### src/rtl/writeback_queue_if.sv
// writeback_queue_if: bundles the write-request handshake, the register-file
// write port and the two forwarding read ports of the write-back queue.
//   slave  : the queue (consumes requests, drives register-file writes/forwarding)
//   master : producer / register-file side (offers requests, supplies read addrs)
// Signals:
//   InValid/InReady/InRegister/InData : write request handshake
//   DrainEn                           : register file may accept a write
//   RegWrite/WriteRegister/WriteData  : register file write port
//   ReadRegister1/2, Fwd1/2Hit/Data   : forwarding lookup for both read ports
//   Count                             : number of occupied entries
interface writeback_queue_if #(
  parameter int unsigned WIDTH = 32,
  parameter int unsigned AW    = 5
);
  logic             InValid;
  logic             InReady;
  logic [AW-1:0]    InRegister;
  logic [WIDTH-1:0] InData;
  logic             DrainEn;
  logic             RegWrite;
  logic [AW-1:0]    WriteRegister;
  logic [WIDTH-1:0] WriteData;
  logic [AW-1:0]    ReadRegister1;
  logic [AW-1:0]    ReadRegister2;
  logic             Fwd1Hit;
  logic [WIDTH-1:0] Fwd1Data;
  logic             Fwd2Hit;
  logic [WIDTH-1:0] Fwd2Data;
  logic [AW-1:0]    Count;

  modport slave (
    input  InValid, InRegister, InData, DrainEn, ReadRegister1, ReadRegister2,
    output InReady, RegWrite, WriteRegister, WriteData,
           Fwd1Hit, Fwd1Data, Fwd2Hit, Fwd2Data, Count
  );

  modport master (
    output InValid, InRegister, InData, DrainEn, ReadRegister1, ReadRegister2,
    input  InReady, RegWrite, WriteRegister, WriteData,
           Fwd1Hit, Fwd1Data, Fwd2Hit, Fwd2Data, Count
  );
endinterface

### src/rtl/writeback_queue.sv
// writeback_queue: in-order write-back buffer in front of the register file
// write port. Accepts register writes via valid/ready, drains one per cycle
// when DrainEn is high, and forwards the newest queued value for each read port.
// Ports:
//   Clk    : clock, rising edge
//   Rst_n  : asynchronous active-low reset
//   bus    : writeback_queue_if.slave (handshake, write port, forwarding, Count)
// Optional feature: define WBQ_BYPASS_EN to let a request accepted into an
// empty, draining queue go straight to the write port in the same cycle.
module writeback_queue #(
  parameter int unsigned DEPTH = 4,
  parameter int unsigned WIDTH = 32,
  parameter int unsigned AW    = 5
) (
  input  logic                Clk,
  input  logic                Rst_n,
  writeback_queue_if.slave    bus
);

  localparam int unsigned PW = $clog2(DEPTH);

  logic [AW-1:0]    reg_q  [DEPTH];
  logic [WIDTH-1:0] data_q [DEPTH];
  logic [DEPTH-1:0] vld_q, vld_d;
  logic [PW-1:0]    head_q, head_d;
  logic [PW-1:0]    tail_q, tail_d;
  logic [PW:0]      cnt_q, cnt_d;
  logic             ready_q;

  logic accept, nz_reg, nonempty, byp, push, pop;

  assign accept   = bus.InValid && ready_q;
  assign nz_reg   = (bus.InRegister != '0);
  assign nonempty = (cnt_q != '0);

`ifdef WBQ_BYPASS_EN
  // Only an empty queue may be bypassed, otherwise older writes would be overtaken.
  assign byp = accept && nz_reg && !nonempty && bus.DrainEn;
`else
  assign byp = 1'b0;
`endif

  // Writes to register 0 complete the handshake but are dropped here.
  assign push = accept && nz_reg && !byp;
  assign pop  = nonempty && bus.DrainEn;

  always_comb begin
    head_d = head_q;
    tail_d = tail_q;
    cnt_d  = cnt_q;
    vld_d  = vld_q;
    if (pop) begin
      vld_d[head_q] = 1'b0;
      head_d        = head_q + 1'b1;
    end
    if (push) begin
      vld_d[tail_q] = 1'b1;
      tail_d        = tail_q + 1'b1;
    end
    case ({push, pop})
      2'b10:   cnt_d = cnt_q + 1'b1;
      2'b01:   cnt_d = cnt_q - 1'b1;
      default: cnt_d = cnt_q;
    endcase
  end

  always_ff @(posedge Clk or negedge Rst_n) begin
    if (!Rst_n) begin
      head_q  <= '0;
      tail_q  <= '0;
      cnt_q   <= '0;
      vld_q   <= '0;
      ready_q <= 1'b0;
      for (int unsigned k = 0; k < DEPTH; k++) begin
        reg_q[k]  <= '0;
        data_q[k] <= '0;
      end
    end else begin
      head_q  <= head_d;
      tail_q  <= tail_d;
      cnt_q   <= cnt_d;
      vld_q   <= vld_d;
      // Ready is precomputed from next occupancy so it never depends on DrainEn.
      ready_q <= (cnt_d != (PW+1)'(DEPTH));
      if (push) begin
        reg_q[tail_q]  <= bus.InRegister;
        data_q[tail_q] <= bus.InData;
      end
    end
  end

  assign bus.InReady  = ready_q;
  assign bus.Count    = AW'(cnt_q);
  assign bus.RegWrite = pop || byp;

  always_comb begin
    bus.WriteRegister = '0;
    bus.WriteData     = '0;
    if (nonempty) begin
      bus.WriteRegister = reg_q[head_q];
      bus.WriteData     = data_q[head_q];
    end else if (byp) begin
      bus.WriteRegister = bus.InRegister;
      bus.WriteData     = bus.InData;
    end
  end

  // Scan oldest to youngest so the last match (youngest) wins.
  logic [PW-1:0] idx;
  always_comb begin
    idx          = '0;
    bus.Fwd1Hit  = 1'b0;
    bus.Fwd1Data = '0;
    bus.Fwd2Hit  = 1'b0;
    bus.Fwd2Data = '0;
    for (int unsigned k = 0; k < DEPTH; k++) begin
      idx = head_q + PW'(k);
      if (vld_q[idx] && (bus.ReadRegister1 != '0) && (reg_q[idx] == bus.ReadRegister1)) begin
        bus.Fwd1Hit  = 1'b1;
        bus.Fwd1Data = data_q[idx];
      end
      if (vld_q[idx] && (bus.ReadRegister2 != '0) && (reg_q[idx] == bus.ReadRegister2)) begin
        bus.Fwd2Hit  = 1'b1;
        bus.Fwd2Data = data_q[idx];
      end
    end
  end

endmodule

### src/flat_wrapper.sv
// flat-port wrapper written by rule: the top's interface ports become plain ports
module writeback_queue_flat 
#(
  parameter int unsigned DEPTH = 4,
  parameter int unsigned WIDTH = 32,
  parameter int unsigned AW    = 5
)
  (Clk, Rst_n, bus_InValid, bus_InRegister, bus_InData, bus_DrainEn, bus_ReadRegister1, bus_ReadRegister2, bus_InReady, bus_RegWrite, bus_WriteRegister, bus_WriteData, bus_Fwd1Hit, bus_Fwd1Data, bus_Fwd2Hit, bus_Fwd2Data, bus_Count);
  writeback_queue_if #(.WIDTH(WIDTH), .AW(AW)) bus_i ();
  input  logic Clk;
  input  logic Rst_n;
  input wire logic [$bits(bus_i.InValid)-1:0] bus_InValid;
  input wire logic [$bits(bus_i.InRegister)-1:0] bus_InRegister;
  input wire logic [$bits(bus_i.InData)-1:0] bus_InData;
  input wire logic [$bits(bus_i.DrainEn)-1:0] bus_DrainEn;
  input wire logic [$bits(bus_i.ReadRegister1)-1:0] bus_ReadRegister1;
  input wire logic [$bits(bus_i.ReadRegister2)-1:0] bus_ReadRegister2;
  output wire logic [$bits(bus_i.InReady)-1:0] bus_InReady;
  output wire logic [$bits(bus_i.RegWrite)-1:0] bus_RegWrite;
  output wire logic [$bits(bus_i.WriteRegister)-1:0] bus_WriteRegister;
  output wire logic [$bits(bus_i.WriteData)-1:0] bus_WriteData;
  output wire logic [$bits(bus_i.Fwd1Hit)-1:0] bus_Fwd1Hit;
  output wire logic [$bits(bus_i.Fwd1Data)-1:0] bus_Fwd1Data;
  output wire logic [$bits(bus_i.Fwd2Hit)-1:0] bus_Fwd2Hit;
  output wire logic [$bits(bus_i.Fwd2Data)-1:0] bus_Fwd2Data;
  output wire logic [$bits(bus_i.Count)-1:0] bus_Count;
  assign bus_i.InValid = bus_InValid;
  assign bus_i.InRegister = bus_InRegister;
  assign bus_i.InData = bus_InData;
  assign bus_i.DrainEn = bus_DrainEn;
  assign bus_i.ReadRegister1 = bus_ReadRegister1;
  assign bus_i.ReadRegister2 = bus_ReadRegister2;
  assign bus_InReady = bus_i.InReady;
  assign bus_RegWrite = bus_i.RegWrite;
  assign bus_WriteRegister = bus_i.WriteRegister;
  assign bus_WriteData = bus_i.WriteData;
  assign bus_Fwd1Hit = bus_i.Fwd1Hit;
  assign bus_Fwd1Data = bus_i.Fwd1Data;
  assign bus_Fwd2Hit = bus_i.Fwd2Hit;
  assign bus_Fwd2Data = bus_i.Fwd2Data;
  assign bus_Count = bus_i.Count;
  writeback_queue #(.DEPTH(DEPTH), .WIDTH(WIDTH), .AW(AW)) u_core (.Clk(Clk), .Rst_n(Rst_n), .bus(bus_i));
endmodule
### config.mk
export PLATFORM = sky130hd
export DESIGN_NAME = writeback_queue_flat
export DESIGN_NICKNAME = d
export VERILOG_FILES = /design/src/rtl/writeback_queue_if.sv /design/src/rtl/writeback_queue.sv /design/src/flat_wrapper.sv
export SDC_FILE = /design/constraint.sdc
export NUM_CORES = 1
export LEC_CHECK = 0
export CORE_AREA = 2 2 191 193
export DETAILED_ROUTE_END_ITERATION = 10
export DIE_AREA = 0 0 193 195
export GPL_ROUTABILITY_DRIVEN = 0
export GPL_TIMING_DRIVEN = 1
export HOLD_SLACK_MARGIN = 0.05
export PLACE_DENSITY_LB_ADDON = 0.3
export RECOVER_POWER = 25
export SYNTH_ARGS = -nofsm -noshare
export SYNTH_HDL_FRONTEND = slang
export SYNTH_SLANG_ARGS = --single-unit
### constraint.sdc
create_clock -name Clk -period 7.3 [get_ports Clk]
set_clock_uncertainty 0.2 [all_clocks]
set_input_delay 0.73 -clock Clk [delete_from_list [all_inputs] [get_ports Clk]]
set_output_delay 0.73 -clock Clk [all_outputs]
set_load 0.05 [all_outputs]
==> flow_summary.yaml <==
run_status:
  status: "complete, but fails checks"
  violations: "capacitance limit, slew limit"
hold_path:
  hold_class: "flip-flop to flip-flop"
global_routing:
  track_usage_pct: 20.4
  grt_pass1_vias: 9829
  antenna_found_initial: 3
  grt_pass1_wl_mm: 58.7
  grt_max_degree: 84
  overflow: 0
synthesis:
  synth_area_leaders: "dfrtp_1 32%, mux4_2 22%, mux2_2 16%, mux2i_1 6.1%, nand2_1 3.0%"
  syn_area_per_cell_sq_um: 12.2
  ys_ff_latch: 160
  yosysUniqueCellTypes: 40
  syn-cell-area_sq_um: 12600
  synth_top_area_cell: "dfrtp_1"
  yosysWarnings: 0
  syn_inst: 1033
  synth_top_area_share_pct: 31.7
  seq_area_frac_synth_pct: 31.7
setup_path:
  crit_path_max_incr_delay_ns: 0.90
  startpoint_type: "flip-flop"
  crit_type: "flip-flop to output pin"
  cpMaxStageDelayCell: "clkdlybuf4s50_1"
  cp.required_ns: 6.37
  cp_max_fo: 29
  arrival_ns: 5.04
  path_cells: "inv_1, ha_4, mux4_2, xnor2_1, nand4_1, nor2_4, buf_4, a211oi_1, a221oi_1, clkdlybuf4s50_1"
  end_kind: "output pin"
floorplanning:
  rows: 69
  die_h_um: 195
  io_pins: 161
  die_x_um: 193
  start_util_pct: 35.7
  coreArea_sq_um: 35400
  die_area_sq_um: 37600
sta:
  clock.fmax_mhz: 168
  hold_slack_ns: 0.305
  setup_viol: 0
  setup_ws_ns: 1.33
  worstMarginPinSlew_ns: 4.76
  period_minus_slack_ns: 5.97
  post-route-period-util_pct: 81.7
  slew_headroom_pct: -217
  maxSlewViolCount: 84
  setup_tns_ns: 0
  finalHoldViolCount: 0
  rsz0062_at_grt: "no"
routing:
  drtAntennaViolNets: 0
  drt-pass1-iter-count: 5
  wirelength_mm: 37.5
  vias: 9586
  drc: 0
  routed_via_density: 5.96
  post_drt_wl_per_cell_um: 23.3
  drt_iter0_drc: 640
clock_network:
  clk_latency_ns: 0.42
  path_clk_slew_ns: 0.06
  cts-htree-levels: 4
  clock_sink_count: 160
  cts_tree: "done"
  cts_buffer_depth: 2
  cts-root-buf: "clkbuf_16"
  post_cts_buffers: 0
  hold_buffers: 0
  cts_inserted_buffers: 17
  cts_resized: 0
layout:
  areaGrowthSynthToFinish_pct: 19.6
  drive_gt1_share_pct: 33.5
  fin_nets: 1193
  nFillCells: 3336
flow_run:
  max_cap_viol_count: 1
place:
  io_buffers: 158
  dp.final_hpwl_mm: 24.6
  dp_slack_ns: 1.83
## logic make-up after synthesis
kind of cell / count (synthesis) / synth area share (%)
xor gates and xnor gates: 45 / 3.12
DFF: 160 / 31.7
buffers and inverters: 113 / 4.50
muxes: 377 / 43.9
adders and majority gates: 10 / 1.05
and+or+nand+nor: 214 / 8.30
AOI/OAI and AO/OA: 113 / 7.33
other: 1 / 0.0297
## final timing paths
kind / start / endpoint / slack [ns] / depth (start not counted)
min in group asynchronous: Rst_n / u_core.cnt_q[2] / 1.77 / 1
worst min-delay path: u_core.cnt_q[2] / u_core.cnt_q[2] / 0.31 / 1
worst max register to register: u_core.cnt_q[0] / u_core.bus.InReady / 3.87 / 10
worst max-delay path: u_core.head_q[1] / bus_Fwd1Data[27] / 1.33 / 10
worst min register to register: u_core.cnt_q[2] / u_core.cnt_q[2] / 0.31 / 1
max in group asynchronous: Rst_n / u_core.head_q[1] / 2.14 / 2
## cell usage after synthesis
cell / n
o211ai_1: 2
conb_1: 1
dfrtp_1: 160
a221oi_1: 13
o221ai_1: 36
mux2_2: 176
nand2_2: 1
mux2i_1: 77
nand4_1: 8
o221ai_2: 11
or2_1: 2
nor2_2: 4
buf_1: 7
xnor2_1: 43
a31o_1: 3
nand2_1: 102
clkbuf_1: 42
nand3_2: 1
nand3_1: 9
a211oi_1: 13
xor2_1: 2
nor2_8: 1
nor2_1: 23
o21ai_0: 30
and2_1: 38
buf_2: 37
or4_1: 1
fa_1: 1
nor3_1: 5
buf_6: 10
o311a_1: 1
nand3b_1: 16
or3_1: 2
buf_4: 6
mux4_2: 124
ha_1: 9
o211ai_2: 1
a31oi_1: 3
or2_0: 1
inv_1: 11
## layout by cell type (no fill, tap or decap), drive strengths merged, types with 16 or more instances in the layout
master | Yosys | routed
and2 | 38 | 38
buf | 60 | 23
clkbuf | 42 | 20
clkdlybuf4s50 | 0 | 156
dfrtp | 160 | 160
mux2 | 176 | 176
mux2i | 77 | 77
mux4 | 124 | 124
nand2 | 103 | 103
nand3b | 16 | 16
nor2 | 28 | 28
o21ai | 30 | 30
o221ai | 47 | 47
xnor2 | 43 | 43
## metal layers
layer | vias to the layer above | track usage (%) | wire, um
met3 | 55 | 4.83 | 2720
met4 | 0 | 7.32 | 1130
met5 | - | 0 | 0
li1 | 4166 | - | -
met1 | 5007 | 27.5 | 16300
met2 | 358 | 32.0 | 17400
## worst max-delay path: cells and delay by family, from the launching register on
family	cells	cell delay, ns
AOI/OAI and AO/OA	2	0.64
xor gates and xnor gates	1	0.19
adders and majority gates	1	0.50
buffers and inverters	3	1.50
DFF	1	0.40
muxes	1	0.62
and+or+nand+nor	2	0.73
## cell type report
cell class	instances	area (sq um)	area share, %
antenna	3	7.51	0.0497
inverter	11	41.3	0.274
clock inverter	12	159	1.05
timing repair buffer	181	1750	11.6
clock buffer	19	443	2.93
sequential	160	4010	26.6
tap	461	577	3.82
multi-input combinational	761	8110	53.7
## metrics by stage
step | utilization, % | area [sq um] | cells
floorplan | - | 12600 | 1034
global placement | 40.9 | 14500 | 1574
detailed placement | 40.9 | 14500 | 1574
CTS | 42.6 | 15100 | 1605
global route | 42.6 | 15100 | 1608
finish | 42.6 | 15100 | 1608
## sequential cells by signal, indices dropped and copies added (netlist names)
signal,cells
u_core.head_q,2
u_core.bus.InReady,1
u_core.data_q,128
u_core.vld_q,4
u_core.reg_q,20
u_core.tail_q,2
u_core.cnt_q,3
Power is left out: the tool's default activity adds up to more than one toggle a clock period on the data nets, which glitch-free logic cannot reach.
